--- src/rtl/spi_mem_bridge_if.sv ---
// spi_mem_bridge_if: serial pins, lock-out and memory-port bundle between a host loader and spi_mem_bridge.
interface spi_mem_bridge_if #(
    parameter int DATA_W = 8,
    parameter int ADDR_W = 4,
    parameter int NUM_CH = 2
) ();
    logic [NUM_CH-1:0]        cs_n;
    logic                     mosi;
    logic                     miso;
    logic                     proc_busy;
    logic [ADDR_W-1:0]        mem_addr;
    logic [DATA_W-1:0]        mem_wdata;
    logic [NUM_CH-1:0]        mem_wen;
    logic [NUM_CH*DATA_W-1:0] mem_rdata;
    logic                     frame_done;
    logic                     err;

    modport master (
        output cs_n, mosi, proc_busy, mem_rdata,
        input  miso, mem_addr, mem_wdata, mem_wen, frame_done, err
    );

    modport slave (
        input  cs_n, mosi, proc_busy, mem_rdata,
        output miso, mem_addr, mem_wdata, mem_wen, frame_done, err
    );
endinterface

--- src/rtl/spi_mem_bridge.sv ---
// spi_mem_bridge: SPI-style slave that writes/reads back per-channel memories, refusing frames while proc_busy.
// Define SPI_MEM_BRIDGE_AUTOINC_EN for burst mode (auto-incrementing address while cs_n stays low).
module spi_mem_bridge #(
    parameter int DATA_W = 8,
    parameter int ADDR_W = 4,
    parameter int NUM_CH = 2
) (
    input logic             clk,
    input logic             rst_n,
    spi_mem_bridge_if.slave bus
);
    localparam int CH_W  = NUM_CH > 1 ? $clog2(NUM_CH) : 1;
    localparam int MAX_W = DATA_W > ADDR_W ? DATA_W : ADDR_W;
    localparam int CNT_W = MAX_W > 1 ? $clog2(MAX_W) : 1;
`ifdef SPI_MEM_BRIDGE_AUTOINC_EN
    localparam bit AUTOINC = 1'b1;
`else
    localparam bit AUTOINC = 1'b0;
`endif

    typedef enum logic [2:0] {IDLE, CMD, ADDR, WDATA, WRITE, RDATA, HOLD} state_e;

    state_e            state_q, state_d;
    logic [CH_W-1:0]   ch_q, ch_d, low_idx;
    logic [CNT_W-1:0]  cnt_q, cnt_d;
    logic              cmd_q, cmd_d;
    logic [ADDR_W-1:0] addr_q, addr_d;
    logic [DATA_W-1:0] data_q, data_d, rd_word;
    logic              done_q, done_d;
    logic              err_q, err_d;
    logic              cs_sel;

    assign cs_sel        = bus.cs_n[ch_q];
    assign bus.mem_addr  = addr_q;
    assign bus.mem_wdata = data_q;
    assign bus.mem_wen   = (state_q == WRITE) ? (NUM_CH'(1) << ch_q) : '0;
    assign bus.miso      = (state_q == RDATA) && rd_word[cnt_q];
    assign bus.frame_done = done_q;
    assign bus.err       = err_q;

    // Readback word is taken straight from the addressed memory so the first bit is ready right after the address.
    always_comb begin
        low_idx = '0;
        rd_word = '0;
        for (int i = 0; i < NUM_CH; i++) begin
            if (!bus.cs_n[i]) low_idx = CH_W'(i);
            if (ch_q == CH_W'(i)) rd_word = bus.mem_rdata[i*DATA_W +: DATA_W];
        end
    end

    always_comb begin
        state_d = state_q;
        ch_d    = ch_q;
        cnt_d   = cnt_q;
        cmd_d   = cmd_q;
        addr_d  = addr_q;
        data_d  = data_q;
        done_d  = 1'b0;
        err_d   = err_q;
        if (state_q inside {CMD, ADDR, WDATA, RDATA} && cs_sel) begin
            state_d = IDLE;
        end else begin
            case (state_q)
                IDLE: begin
                    if (!(&bus.cs_n)) begin
                        if (bus.proc_busy) begin
                            err_d = 1'b1;
                        end else if ($onehot(~bus.cs_n)) begin
                            state_d = CMD;
                            ch_d    = low_idx;
                        end else begin
                            err_d   = 1'b1;
                            state_d = HOLD;
                        end
                    end
                end
                CMD: begin
                    cmd_d   = bus.mosi;
                    cnt_d   = CNT_W'(ADDR_W - 1);
                    state_d = ADDR;
                end
                ADDR: begin
                    addr_d = ADDR_W'({addr_q, bus.mosi});
                    cnt_d  = cnt_q - 1'b1;
                    if (cnt_q == '0) begin
                        cnt_d   = CNT_W'(DATA_W - 1);
                        state_d = cmd_q ? WDATA : RDATA;
                    end
                end
                WDATA: begin
                    data_d = DATA_W'({data_q, bus.mosi});
                    cnt_d  = cnt_q - 1'b1;
                    if (cnt_q == '0) state_d = WRITE;
                end
                WRITE: begin
                    done_d  = 1'b1;
                    state_d = HOLD;
                    if (AUTOINC && !cs_sel) begin
                        state_d = WDATA;
                        cnt_d   = CNT_W'(DATA_W - 1);
                        addr_d  = addr_q + 1'b1;
                    end
                end
                RDATA: begin
                    cnt_d = cnt_q - 1'b1;
                    if (cnt_q == '0) begin
                        done_d  = 1'b1;
                        state_d = HOLD;
                        if (AUTOINC) begin
                            state_d = RDATA;
                            cnt_d   = CNT_W'(DATA_W - 1);
                            addr_d  = addr_q + 1'b1;
                        end
                    end
                end
                HOLD: state_d = (&bus.cs_n) ? IDLE : HOLD;
                default: state_d = IDLE;
            endcase
        end
    end

    always_ff @(posedge clk or negedge rst_n) begin
        if (!rst_n) begin
            state_q <= IDLE;
            ch_q    <= '0;
            cnt_q   <= '0;
            cmd_q   <= 1'b0;
            addr_q  <= '0;
            data_q  <= '0;
            done_q  <= 1'b0;
            err_q   <= 1'b0;
        end else begin
            state_q <= state_d;
            ch_q    <= ch_d;
            cnt_q   <= cnt_d;
            cmd_q   <= cmd_d;
            addr_q  <= addr_d;
            data_q  <= data_d;
            done_q  <= done_d;
            err_q   <= err_d;
        end
    end
endmodule

--- src/flat_wrapper.sv ---
// flat-port wrapper written by rule: the top's interface ports become plain ports
module spi_mem_bridge_flat 
#(
    parameter int DATA_W = 8,
    parameter int ADDR_W = 4,
    parameter int NUM_CH = 2
)
  (clk, rst_n, bus_cs_n, bus_mosi, bus_proc_busy, bus_mem_rdata, bus_miso, bus_mem_addr, bus_mem_wdata, bus_mem_wen, bus_frame_done, bus_err);
  spi_mem_bridge_if #(.DATA_W(DATA_W), .ADDR_W(ADDR_W), .NUM_CH(NUM_CH)) bus_i ();
  input logic clk;
  input logic rst_n;
  input wire logic [$bits(bus_i.cs_n)-1:0] bus_cs_n;
  input wire logic [$bits(bus_i.mosi)-1:0] bus_mosi;
  input wire logic [$bits(bus_i.proc_busy)-1:0] bus_proc_busy;
  input wire logic [$bits(bus_i.mem_rdata)-1:0] bus_mem_rdata;
  output wire logic [$bits(bus_i.miso)-1:0] bus_miso;
  output wire logic [$bits(bus_i.mem_addr)-1:0] bus_mem_addr;
  output wire logic [$bits(bus_i.mem_wdata)-1:0] bus_mem_wdata;
  output wire logic [$bits(bus_i.mem_wen)-1:0] bus_mem_wen;
  output wire logic [$bits(bus_i.frame_done)-1:0] bus_frame_done;
  output wire logic [$bits(bus_i.err)-1:0] bus_err;
  assign bus_i.cs_n = bus_cs_n;
  assign bus_i.mosi = bus_mosi;
  assign bus_i.proc_busy = bus_proc_busy;
  assign bus_i.mem_rdata = bus_mem_rdata;
  assign bus_miso = bus_i.miso;
  assign bus_mem_addr = bus_i.mem_addr;
  assign bus_mem_wdata = bus_i.mem_wdata;
  assign bus_mem_wen = bus_i.mem_wen;
  assign bus_frame_done = bus_i.frame_done;
  assign bus_err = bus_i.err;
  spi_mem_bridge #(.DATA_W(DATA_W), .ADDR_W(ADDR_W), .NUM_CH(NUM_CH)) u_core (.clk(clk), .rst_n(rst_n), .bus(bus_i));
endmodule
--- config.mk ---
export PLATFORM = sky130hd
export DESIGN_NAME = spi_mem_bridge_flat
export DESIGN_NICKNAME = d
export VERILOG_FILES = /design/src/rtl/spi_mem_bridge_if.sv /design/src/rtl/spi_mem_bridge.sv /design/src/flat_wrapper.sv
export SDC_FILE = /design/constraint.sdc
export NUM_CORES = 1
export LEC_CHECK = 0
export ABC_AREA = 0
export BUFFER_PORTS_ARGS = -buffer_cell sky130_fd_sc_hd__clkbuf_2
export CORE_UTILIZATION = 50
export DETAILED_ROUTE_END_ITERATION = 10
export GPL_TIMING_DRIVEN = 0
export PLACE_DENSITY = 0.75
export SLEW_MARGIN = 20
export SYNTH_ARGS = -nofsm -noshare
export SYNTH_HDL_FRONTEND = slang
export SYNTH_SLANG_ARGS = --single-unit
--- constraint.sdc ---
create_clock -name clk -period 2.06 [get_ports clk]
set_clock_uncertainty 0.15 [all_clocks]
set_input_delay 0.412 -clock clk [delete_from_list [all_inputs] [get_ports clk]]
set_output_delay 0.412 -clock clk [all_outputs]
set_load 0.05 [all_outputs]
Yosys cells after proc, flatten, opt, wreduce, memory -nomap -nowiden. Index checks and enable logic that the tools add are counted.

Register bits after elaboration: 22. Latch bits: 0. RAM bits: 0. Memory bits (read-only): 0. Input port bits: 22. Output and inout bits: 17. Memories kept: 0.

Add/sub/neg operators: 2. Multiply operators: 0. Div/mod/pow operators: 0. Order comparisons: 2. Eq/ne operators: 13. Shift operators: 1. Multiplexer cells: 24. Bitwise logic cells: 4. Reduce and logical (&&, ||, !) cells: 15.

Operator list (number): 2-to-1 mux 3 bit (10); case mux 3 bit (7 select lines) (1); AND reduction 2 bit (5); AND reduction 5 bit (2); equality test 3 bit, second input constant (3); inequality test 3 bit, second input constant (3); case mux 3 bit (3 select lines) (1); 2-to-1 mux 1 bit (8); 2-to-1 mux 8 bit (1); equality test 3 x 2 -> 1 bit, second input constant (2); zero test 3 bit (2); inequality test 3 x 2 -> 1 bit, second input constant (2); < comparator 3 x 4 -> 1 bit, second input constant (1); AND reduction 4 bit (1); nonzero test 4 bit (1); binary-select mux 1 bit (select 3 bit) (1); equality test 3 x 1 -> 1 bit, second input constant (1); inverter 1 bit (3); nonzero test 3 bit (1); subtractor 3 x 1 -> 3 bit, second input constant (1); adder 1 x 1 -> 2 bit (1); equality test 2 x 1 -> 1 bit, second input constant (1); logical AND 1 bit (2); < comparator 1 x 2 -> 1 bit, second input constant (1); 6 further kinds (6).

Depth between registers and ports, before layout. Gate-level depths: netlist (run 1).

Word-level depth: 8. Mapped depth: 8. Mapped depth without buffers: 6.

Worst setup path after synthesis (run 1). OpenSTA, ideal clock, no wires.

Path kind: register to output. Start point: register u_core.state_q[1]. End point: output port bus_mem_wen[0]. Arrival: 2153 ps. Required time: 1498 ps. Setup slack: -655 ps. Cell stages (with the launch flop): 3. Path buffers: 1. Cells stage by stage: dfrtp_1 -> clkbuf_1 -> nor4_1.

Longest elaborated chain between the ends: 2.

RTL lines: start, declared (line spi_mem_bridge.sv:23) `state_e state_q, state_d;`; start signal, assigned (line spi_mem_bridge.sv:133) `state_q <= state_d;`; equality test 3 bit (line spi_mem_bridge.sv:36) `assign bus.mem_wen = (state_q == WRITE) ? (NUM_CH'(1) << ch_q) : '0;`; 2-to-1 mux 2 bit (line spi_mem_bridge.sv:36); end, declared (line flat_wrapper.sv:19) `output wire logic [$bits(bus_i.mem_wen)-1:0] bus_mem_wen;`.

Every way passes these cells.

Worst setup path in the final report (run 1).
Start point: register u_core.ch_q. End point: output port bus_miso.

Longest elaborated chain between the ends: 4.

RTL lines: start, declared (line spi_mem_bridge.sv:24) `logic [CH_W-1:0] ch_q, ch_d, low_idx;`; start signal, assigned (line spi_mem_bridge.sv:134) `ch_q <= ch_d;`; 2-to-1 mux 8 bit (line spi_mem_bridge.sv:47) `if (ch_q == CH_W'(i)) rd_word = bus.mem_rdata[i*DATA_W +: DATA_W];`; binary-select mux 1 bit (select 3 bit) (line spi_mem_bridge.sv:37) `assign bus.miso = (state_q == RDATA) && rd_word[cnt_q];`; 2-to-1 mux 1 bit (not written as such) (line spi_mem_bridge.sv:37); logical AND 1 bit (line spi_mem_bridge.sv:37); end, declared (line flat_wrapper.sv:16) `output wire logic [$bits(bus_i.miso)-1:0] bus_miso;`.

Every way passes these cells. The select of a mux whose other input is x is not followed.

==> flow_summary.ini, run 1 <==
[run_status]
run_status = finished, violations left
violations = setup timing

[die]
die_width_um = 53.0
core_mm2 = 0.00248
dieArea_mm2 = 0.00281
die_h_um = 53.0
start_util = 0.526
boundaryPins = 39
rows = 18

[setup_path]
crit_type = reg2out
crit_fanout = 4
reg2reg_depth = 5
cp-end-kind = primary output
worstReg2RegEnd = u_core.bus.mem_wdata[2]
crit_chain = buf_6, mux4_2, mux2i_4, o22ai_4, buf_8
crit_arrival_ns = 1.77
critPathRequiredTime_ns = 1.50
r2r_slack_ns = 0.11
critPathMaxStageDelay_ns = 0.52
startpoint = u_core.ch_q
crit_end = bus_miso
crit_path_start_kind = flip-flop
critPathSlowestCell = mux4_2
critPathTopFamily = multiplexers
path_buf_inv = 2
timing.rr.start = u_core.ch_q
cp_num_cells = 5

[power_and_ir_drop]
finalPower_uw = 2420
peakVddDrop_uv = 975
powerDensity_mw_per_mm2 = 1410
leakagePower_uw = 0.000797

[synth]
avgSynthCellArea_um2 = 10.7
synth_common_cells = dfrtp_1 (22), mux2_2 (14), nor2_1 (7), o21ai_0 (7)
synth_area_leader_cell = dfrtp_1
synthDistinctLibCells = 39
yosysTopAreaCellShare = 0.423
synth-seq-cells = 22
ys_async_sr_fraction = 1.00
synthCells = 122
syn_nets = 147
yosysSeqAreaShare = 0.423
syn-cell-area_mm2 = 0.00130
synth-edff-count = 0
synth_most_common_cell = dfrtp_1
yosys_warnings = 0
synth_area_leaders = dfrtp_1 (42%), mux2_2 (12%), mux4_1 (4.0%), mux2i_1 (3.8%), ha_1 (2.9%)
synth_top_flop_cell = dfrtp_1

[clock_tree]
cts_buffers = 3
htree_levels = 1
root_buffer = clkbuf_4
clock_tree.buffer_depth = 2
path_clk_slew_ns = 0.12
clock-sinks = 22
worstSkewPairLatency_ns = 0.30
cts_tree = done

[global_route]
grt_pass1_vias = 1139
grt_max_degree = 23
grt-ovfl-total = 0
grt_use_total = 0.240
antenna_found_initial = 0
grt_pass1_wl_mm = 4.89

[route]
post-route-drc-count = 0
finalWirelength_mm = 3.07
wire_per_inst_um = 15.6
highest_layer = met4
drtAntennaViolNets = 0
dr.pass1.iters = 4
wl_met1_mm = 1.23
wl_met2_mm = 1.64
route.met3.wl_um = 146
drt_iter0_markers = 27
avgViaCountPerCell = 5.90
num_vias = 1163

[timing]
rsz0062_at_grt = true
slew_viol_final = 0
worst_pin_slew_ns = 0.537
timing.fmax_mhz = 429
setup_ws_ns = -0.270
hold_slack_ns = 0.207
min_period_ns = 2.33
finalSetupViolCount = 1
hold_violations = 0
slew_headroom = 0.642
fin_crit_sh = 1.13

[finish]
utilization = 0.691
drive_gt1_frac = 0.479
nets = 193
antenna_cells = 0
instances_no_fill = 197
area_growth_pct = 31.5
num-fill-cells = 207

[place]
dpl.cell_count = 190
gp_congestion = 0.830
post-dp-hpwl_mm = 2.25
io_buffers = 38
pre_cts_slack_ns = -0.203

[hold_path]
hp-class = in2reg

[flow_run]
drv_cap = 0
[worst reg2reg max path: stages (launching register included)]
cell	delay (ns)
dfrtp_1	0.41
buf_4	0.14
mux2i_2	0.33
nand2_1	0.20
nor2_4	0.25
mux2_2	0.37
[final cells by class]
class	count	area [um2]	share of cell area
repair buffers	43	255	0.149
plain buffers	4	35.0	0.0205
inverters	6	22.5	0.0131
clock buffers	4	36.3	0.0212
well taps	30	37.5	0.0219
multi-input cells	88	773	0.451
flip-flops and latches	22	553	0.323
[metal layers]
| metal | GRT usage | vias to the layer above |
|---|---|---|
| li1 | - | 538 |
| met1 | 0.279 | 569 |
| met2 | 0.426 | 49 |
| met3 | 0.0517 | 7 |
| met4 | 0.0921 | 0 |
| met5 | 0 | - |
[power by group]
| part | internal [uW] | leakage, uW | switching [uW] | total, uW |
|---|---|---|---|---|
| sequential | 574 | 0.000275 | 134 | 708 |
| combinational | 604 | 0.000500 | 870 | 1470 |
| clock | 108 | 0.0000210 | 126 | 234 |
| total | 1290 | 0.000797 | 1130 | 2420 |
[sequential cells by signal, indices dropped and copies added, names as in the netlist]
register	cells
u_core.bus.mem_addr	4
u_core.bus.mem_wdata	8
u_core.cmd_q	1
u_core.cnt_q	3
u_core.bus.err	1
u_core.ch_q	1
u_core.bus.frame_done	1
u_core.state_q	3
[cell families (layout without fill, tap and decap cells)]
| logic type | Yosys count | in the layout | share of synthesized area |
|---|---|---|---|
| buf+inv | 12 | 57 | 0.0461 |
| mux | 22 | 22 | 0.211 |
| xor+xnor | 1 | 1 | 0.00673 |
| compound gates | 26 | 26 | 0.132 |
| fa+ha+maj | 4 | 4 | 0.0365 |
| flops | 22 | 22 | 0.423 |
| simple gates | 35 | 35 | 0.145 |
[through the flow]
stage | setup TNS [ns] | instance area (um2)
after detailed placement | -0.237 | 1570
after CTS | -0.298 | 1690
after global placement | -0.177 | 1570
final | -0.270 | 1710
after floorplan | 0 | 1340
after global routing | -0.331 | 1710
[how the worst min path moves through the flow]
| stage | start | end | slack (ns) | cells past startpoint |
|---|---|---|---|---|
| global route | bus_mosi | u_core.bus.mem_addr[0] | 0.21 | 2 |
| global placement | rst_n | u_core.bus.frame_done | 0.26 | 1 |
| CTS | bus_cs_n[1] | u_core.ch_q | 0.20 | 2 |
| floorplan | rst_n | u_core.bus.err | -0.03 | 0 |
| finish | bus_mosi | u_core.bus.mem_wdata[0] | 0.21 | 2 |
| detailed placement | rst_n | u_core.bus.mem_addr[3] | 0.27 | 1 |
[cells in the final DEF (no fill, tap or decap), types with 2 or more instances in the layout]
master	synthesis	layout
clkbuf_8	0	2
a21o_1	2	2
clkbuf_4	0	4
inv_1	6	6
clkbuf_2	0	36
a21oi_1	4	4
mux4_2	0	2
mux2_4	1	2
ha_1	3	3
dfrtp_1	22	20
nand2b_1	5	5
nand2_1	6	6
nand3_1	3	3
nor2_4	1	2
mux2i_1	5	3
buf_4	0	4
dfrtp_2	0	2
mux2_2	14	13
buf_6	2	3
nor2_1	7	6
nand3b_1	2	2
o21ai_0	7	7
nor3_1	4	3
a2bb2oi_1	2	2
[repair_timing]
item                                    in CTS  in global routing
hold buffers                                 1                  0
pin swaps                                    2                  2
hold endpoints to repair                    22                  0
gates resized for setup                     17                 12
endpoints found under the setup margin       3                 16
setup buffers                                4                  0
Power figures use the tool's default switching activity.
==> inputs of run 2 (changes only) <==
Settings changed: CELL_PAD_IN_SITES_DETAIL_PLACEMENT from default to 2, CELL_PAD_IN_SITES_GLOBAL_PLACEMENT from default to 2, CORE_UTILIZATION 50 to 31.
==> run 2 against run 1 <==
The flow still finishes with violations (setup timing). First-iteration DRC count is 48% lower. Critical path depth stayed put. Sequential cell count did not move. Worst setup slack gained 0.034 ns. Fmax grew 1.5%. Sequential power up 0.6%.
==> flow_summary.ini, run 2 (synthesis gave the netlist of run 1 again) <==
[route]
finalWirelength_mm = 3.96
wire_per_inst_um = 18.1
post-route-drc-count = 0
dr.pass1.iters = 4
num_vias = 1147
avgViaCountPerCell = 5.24
drtAntennaViolNets = 0
drt_iter0_markers = 14

[setup_path]
crit_fanout = 4
cp_num_cells = 5
cp-end-kind = primary output
critPathMaxStageDelay_ns = 0.50
crit_path_start_kind = flip-flop
critPathTopFamily = multiplexers
reg2reg_depth = 6
crit_arrival_ns = 1.73
crit_chain = buf_6, mux4_2, mux2i_2, o22ai_4, buf_8
critPathSlowestCell = mux4_2
path_buf_inv = 2
critPathRequiredTime_ns = 1.50
crit_type = reg2out

[die]
core_mm2 = 0.00403
die_h_um = 66.8
rows = 23
start_util = 0.323
die_width_um = 66.8
dieArea_mm2 = 0.00446
boundaryPins = 39

[timing]
worst_pin_slew_ns = 0.588
finalSetupViolCount = 1
rsz0062_at_grt = true
hold_violations = 0
fin_crit_sh = 1.11
hold_slack_ns = 0.269
setup_ws_ns = -0.236
min_period_ns = 2.30
slew_headroom = 0.608
timing.fmax_mhz = 436
slew_viol_final = 0

[global_route]
grt_use_total = 0.192
grt_pass1_vias = 1295
grt_max_degree = 23
grt_pass1_wl_mm = 6.36
grt-ovfl-total = 0
antenna_found_initial = 0

[finish]
largest_reg_flops = 8
nets = 195
drive_gt1_frac = 0.485
final_cell_mix = clkbuf_2 (36), dfrtp_1 (21), mux2_2 (14)
antenna_cells = 0
layout_commonest_cell = clkbuf_2
utilization = 0.442
area_growth_pct = 36.7

[clock_tree]
clock_tree.buffer_depth = 2
root_buffer = clkbuf_8
cts_tree = done
cts_buffers = 3
clock-sinks = 22
htree_levels = 1
path_clk_slew_ns = 0.09
worstSkewPairLatency_ns = 0.27

[run_status]
violations = setup timing
run_status = finished, violations left

[place]
gp_congestion = 0.762
io_buffers = 38
post-dp-hpwl_mm = 2.78
pre_cts_slack_ns = -0.217

[power_and_ir_drop]
peakVddDrop_uv = 611
powerDensity_mw_per_mm2 = 1480
leakagePower_uw = 0.000819

[hold_path]
hp-class = in2reg
min_path_cells = 2

[flow_run]
drv_cap = 0
==> run 2: path summary, 6_finish.rpt <==
path                                            to            from  slack (ns)
max                                       bus_miso     u_core.ch_q       -0.24
min                        u_core.bus.mem_wdata[0]        bus_mosi        0.27
max reg2reg                u_core.bus.mem_wdata[6]     u_core.ch_q        0.09
min reg2reg                         u_core.bus.err  u_core.bus.err        0.32
max in group asynchronous        u_core.state_q[1]           rst_n        0.81
min in group asynchronous  u_core.bus.mem_wdata[3]           rst_n        0.54
==> run 2: metal layers <==
layer,up-vias,track usage,share of wire
li1,541,-,-
met1,585,0.225,0.43
met2,16,0.351,0.54
met3,5,0.0360,0.023
met4,0,0.0532,0.0073
met5,-,0,0
==> run 2: where the power goes <==
group	leakage (uW)	switching (uW)	internal [uW]
Combinational	0.000508	901	610
Clock	0.0000357	158	260
Sequential	0.000276	139	573
==> run 2: what timing repair did <==
item	in CTS	in global routing
gates resized for setup	18	9
buffers inserted	4	1
hold endpoints to repair	22	0
hold buffers	1	0
setup endpoints to repair	11	17
pin swaps	2	1
==> run 2: area by class of cell <==
type                            instances  area (um2)
Buffer                                  5        42.5
Clock buffer                            3        41.3
Clock inverter                          1        30.0
Fill cell                             441        2250
Inverter                                6        22.5
Multi-Input combinational cell         88         769
Sequential cell                        22         552
Tap cell                               50        62.6
Timing Repair Buffer                   44         260
==> run 2: through the flow <==
stage          area, um2  cells  setup TNS [ns]  total power (uW)
6_report            1780    219          -0.236              2640
2_1_floorplan       1340    122               0              1690
3_3_place_gp        1590    210          -0.752              1960
5_1_grt             1780    219          -0.298              2800
3_5_place_dp        1590    210           -1.21              2030
4_1_cts             1750    219          -0.260              2610
==> run 2: worst reg2reg max path: stages (launching register included) <==
cell     delay (ns)
dfrtp_1        0.40
buf_4          0.14
buf_4          0.13
mux2i_4        0.27
nand2_2        0.14
nor2_4         0.25
mux2_2         0.37
==> inputs of run 3 (changes only) <==
Settings changed: CORE_UTILIZATION 31 to 33, GPL_ROUTABILITY_DRIVEN from default to 0, PLACE_DENSITY 0.75 to 0.79.
Clock period 2.06 ns to 2.7 ns, I/O delays scaled along.
==> run 3 against run 2 <==
The flow now finishes without violations. Utilization shrank 0.12 points. Worst hold slack lost 0.18 ns. Sequential cell count unchanged. First-iteration DRC count is 93% higher. Power shrank 31%. Combinational power decreased by 37%. Critical path depth grew 1. Clock-buffer cell count stayed put.
==> flow_summary.ini, run 3 (synthesis gave the netlist of run 1 again) <==
[run_status]
run_status = completed

[setup_path]
r2r_slack_ns = 0.59
critPathSlowestCell = or3_2
crit_fanout = 10
crit_chain = buf_6, mux2_2, or3_2, o2111ai_1, o22ai_1, buf_4
critPathMaxStageDelay_ns = 0.41
crit_path_start_kind = flip-flop
critPathTopFamily = simple AND/OR/NAND/NOR gates
path_buf_inv = 2
cp-end-kind = primary output
crit_arrival_ns = 1.93
critPathRequiredTime_ns = 2.01
crit_type = reg2out

[power_and_ir_drop]
powerDensity_mw_per_mm2 = 1100
p_int_uw = 988
power_frac_comb = 0.529
leakagePower_uw = 0.000776
p_switching_uw = 821
peakVddDrop_uv = 370
swShare = 0.454
seqPwrFrac = 0.293
pwr-share-clk = 0.177

[route]
post-route-drc-count = 0
avgViaCountPerCell = 5.24
wire_per_inst_um = 16.2
finalWirelength_mm = 3.44
drt_iter0_markers = 27
num_vias = 1110
dr.pass1.iters = 4
drtAntennaViolNets = 0

[clock_tree]
root_buffer = clkbuf_8
worstSkewPairLatency_ns = 0.28
path_clk_slew_ns = 0.09
cts_post_setup_buffers_inserted = 0
cts_buffers = 3
cts_tree = done
clock_tree.buffer_depth = 2
holdBufCountCts = 0
clock-sinks = 22
htree_levels = 1

[timing]
worst_pin_slew_ns = 0.623
fin_crit_sh = 0.969
finalSetupViolCount = 0
slew_viol_final = 0
timing.fmax_mhz = 382
fin_tns_setup_ns = 0
min_period_ns = 2.62
hold_slack_ns = 0.0866
setup_ws_ns = 0.0833
rsz0062_at_grt = false
hold_violations = 0
slew_headroom = 0.573

[hold_path]
hp-class = in2async

[finish]
num-fill-cells = 422
multi_input_area_um2 = 703
stdcell_area_mm2 = 0.00164
final_cell_mix = clkbuf_2 (37), dfrtp_1 (22), mux2_2 (14)
largest_reg_flops = 8
area_growth_pct = 25.7
antenna_cells = 0
ff_latch_area_um2 = 551
drive_gt1_frac = 0.390
nets = 190
instances_no_fill = 212
layout_commonest_cell = clkbuf_2

[die]
core_mm2 = 0.00372
die_h_um = 64.8
dieArea_mm2 = 0.00420
rows = 22
boundaryPins = 39
die_width_um = 64.8
start_util = 0.351

[place]
post-dp-hpwl_mm = 2.61
pre_cts_slack_ns = 0.265
dpl.cell_count = 208
place_area_mm2 = 0.00156
io_buffers = 38

[global_route]
grt-ovfl-total = 0
antenna_found_initial = 0
grt_max_degree = 23
grt_pass1_vias = 1207
grt_use_total = 0.185
grt_pass1_wl_mm = 5.87

[flow_run]
drv_cap = 0
==> run 3: changes by cell type in the layout (fill, tap and decap cells not counted), sizes merged <==
cell / delta
clkbuf: +3
buf: -7
dlygate4sd3: -1
==> run 3: stage by stage <==
step	total power (uW)	utilization
2_1_floorplan	1250	-
6_report	1810	0.441
3_3_place_gp	1450	0.420
5_1_grt	1930	0.441
4_1_cts	1830	0.439
3_5_place_dp	1500	0.420
==> run 3: layout make-up <==
class                      count  share of cell area
multi-input combinational     88               0.429
sequential                    22               0.336
timing repair buffer          38               0.118
tap                           48              0.0367
clock buffer                   3              0.0252
buffer                         6              0.0229
clock inverter                 1              0.0183
inverter                       6              0.0138
==> run 3: final timing paths <==
| check | startpoint | end | depth (start not counted) |
|---|---|---|---|
| worst min register to register | u_core.bus.err | u_core.bus.err | 1 |
| worst max-delay path | u_core.cnt_q[0] | bus_miso | 6 |
| min in group clk | u_core.bus.err | u_core.bus.err | 1 |
| worst min-delay path | rst_n | u_core.bus.mem_wdata[4] | 1 |
| max in group asynchronous | rst_n | u_core.bus.mem_addr[2] | 1 |
| worst max register to register | u_core.ch_q | u_core.bus.mem_wdata[0] | 4 |
==> run 3: power groups by stage <==
stage / Sequential [uW] / Combinational [uW] / Clock [uW]
6_report: 530 / 958 / 321
5_1_grt: 552 / 1040 / 332
4_1_cts: 532 / 968 / 327
3_5_place_dp: 536 / 961 / 0
3_3_place_gp: 525 / 924 / 0
2_1_floorplan: 696 / 558 / 0
==> run 3: metal layers <==
metal,global-route usage,wire length [um],vias up
li1,-,-,533
met1,0.240,1520,560
met2,0.305,1790,12
met3,0.0317,70,5
met4,0.0667,54,0
met5,0,0,-
==> run 3: what timing repair did <==
| item | in CTS | in global routing |
|---|---|---|
| gates resized for setup | 0 | 4 |
| endpoints found under the setup margin | 0 | 1 |
| endpoints found under the hold margin | 0 | 0 |
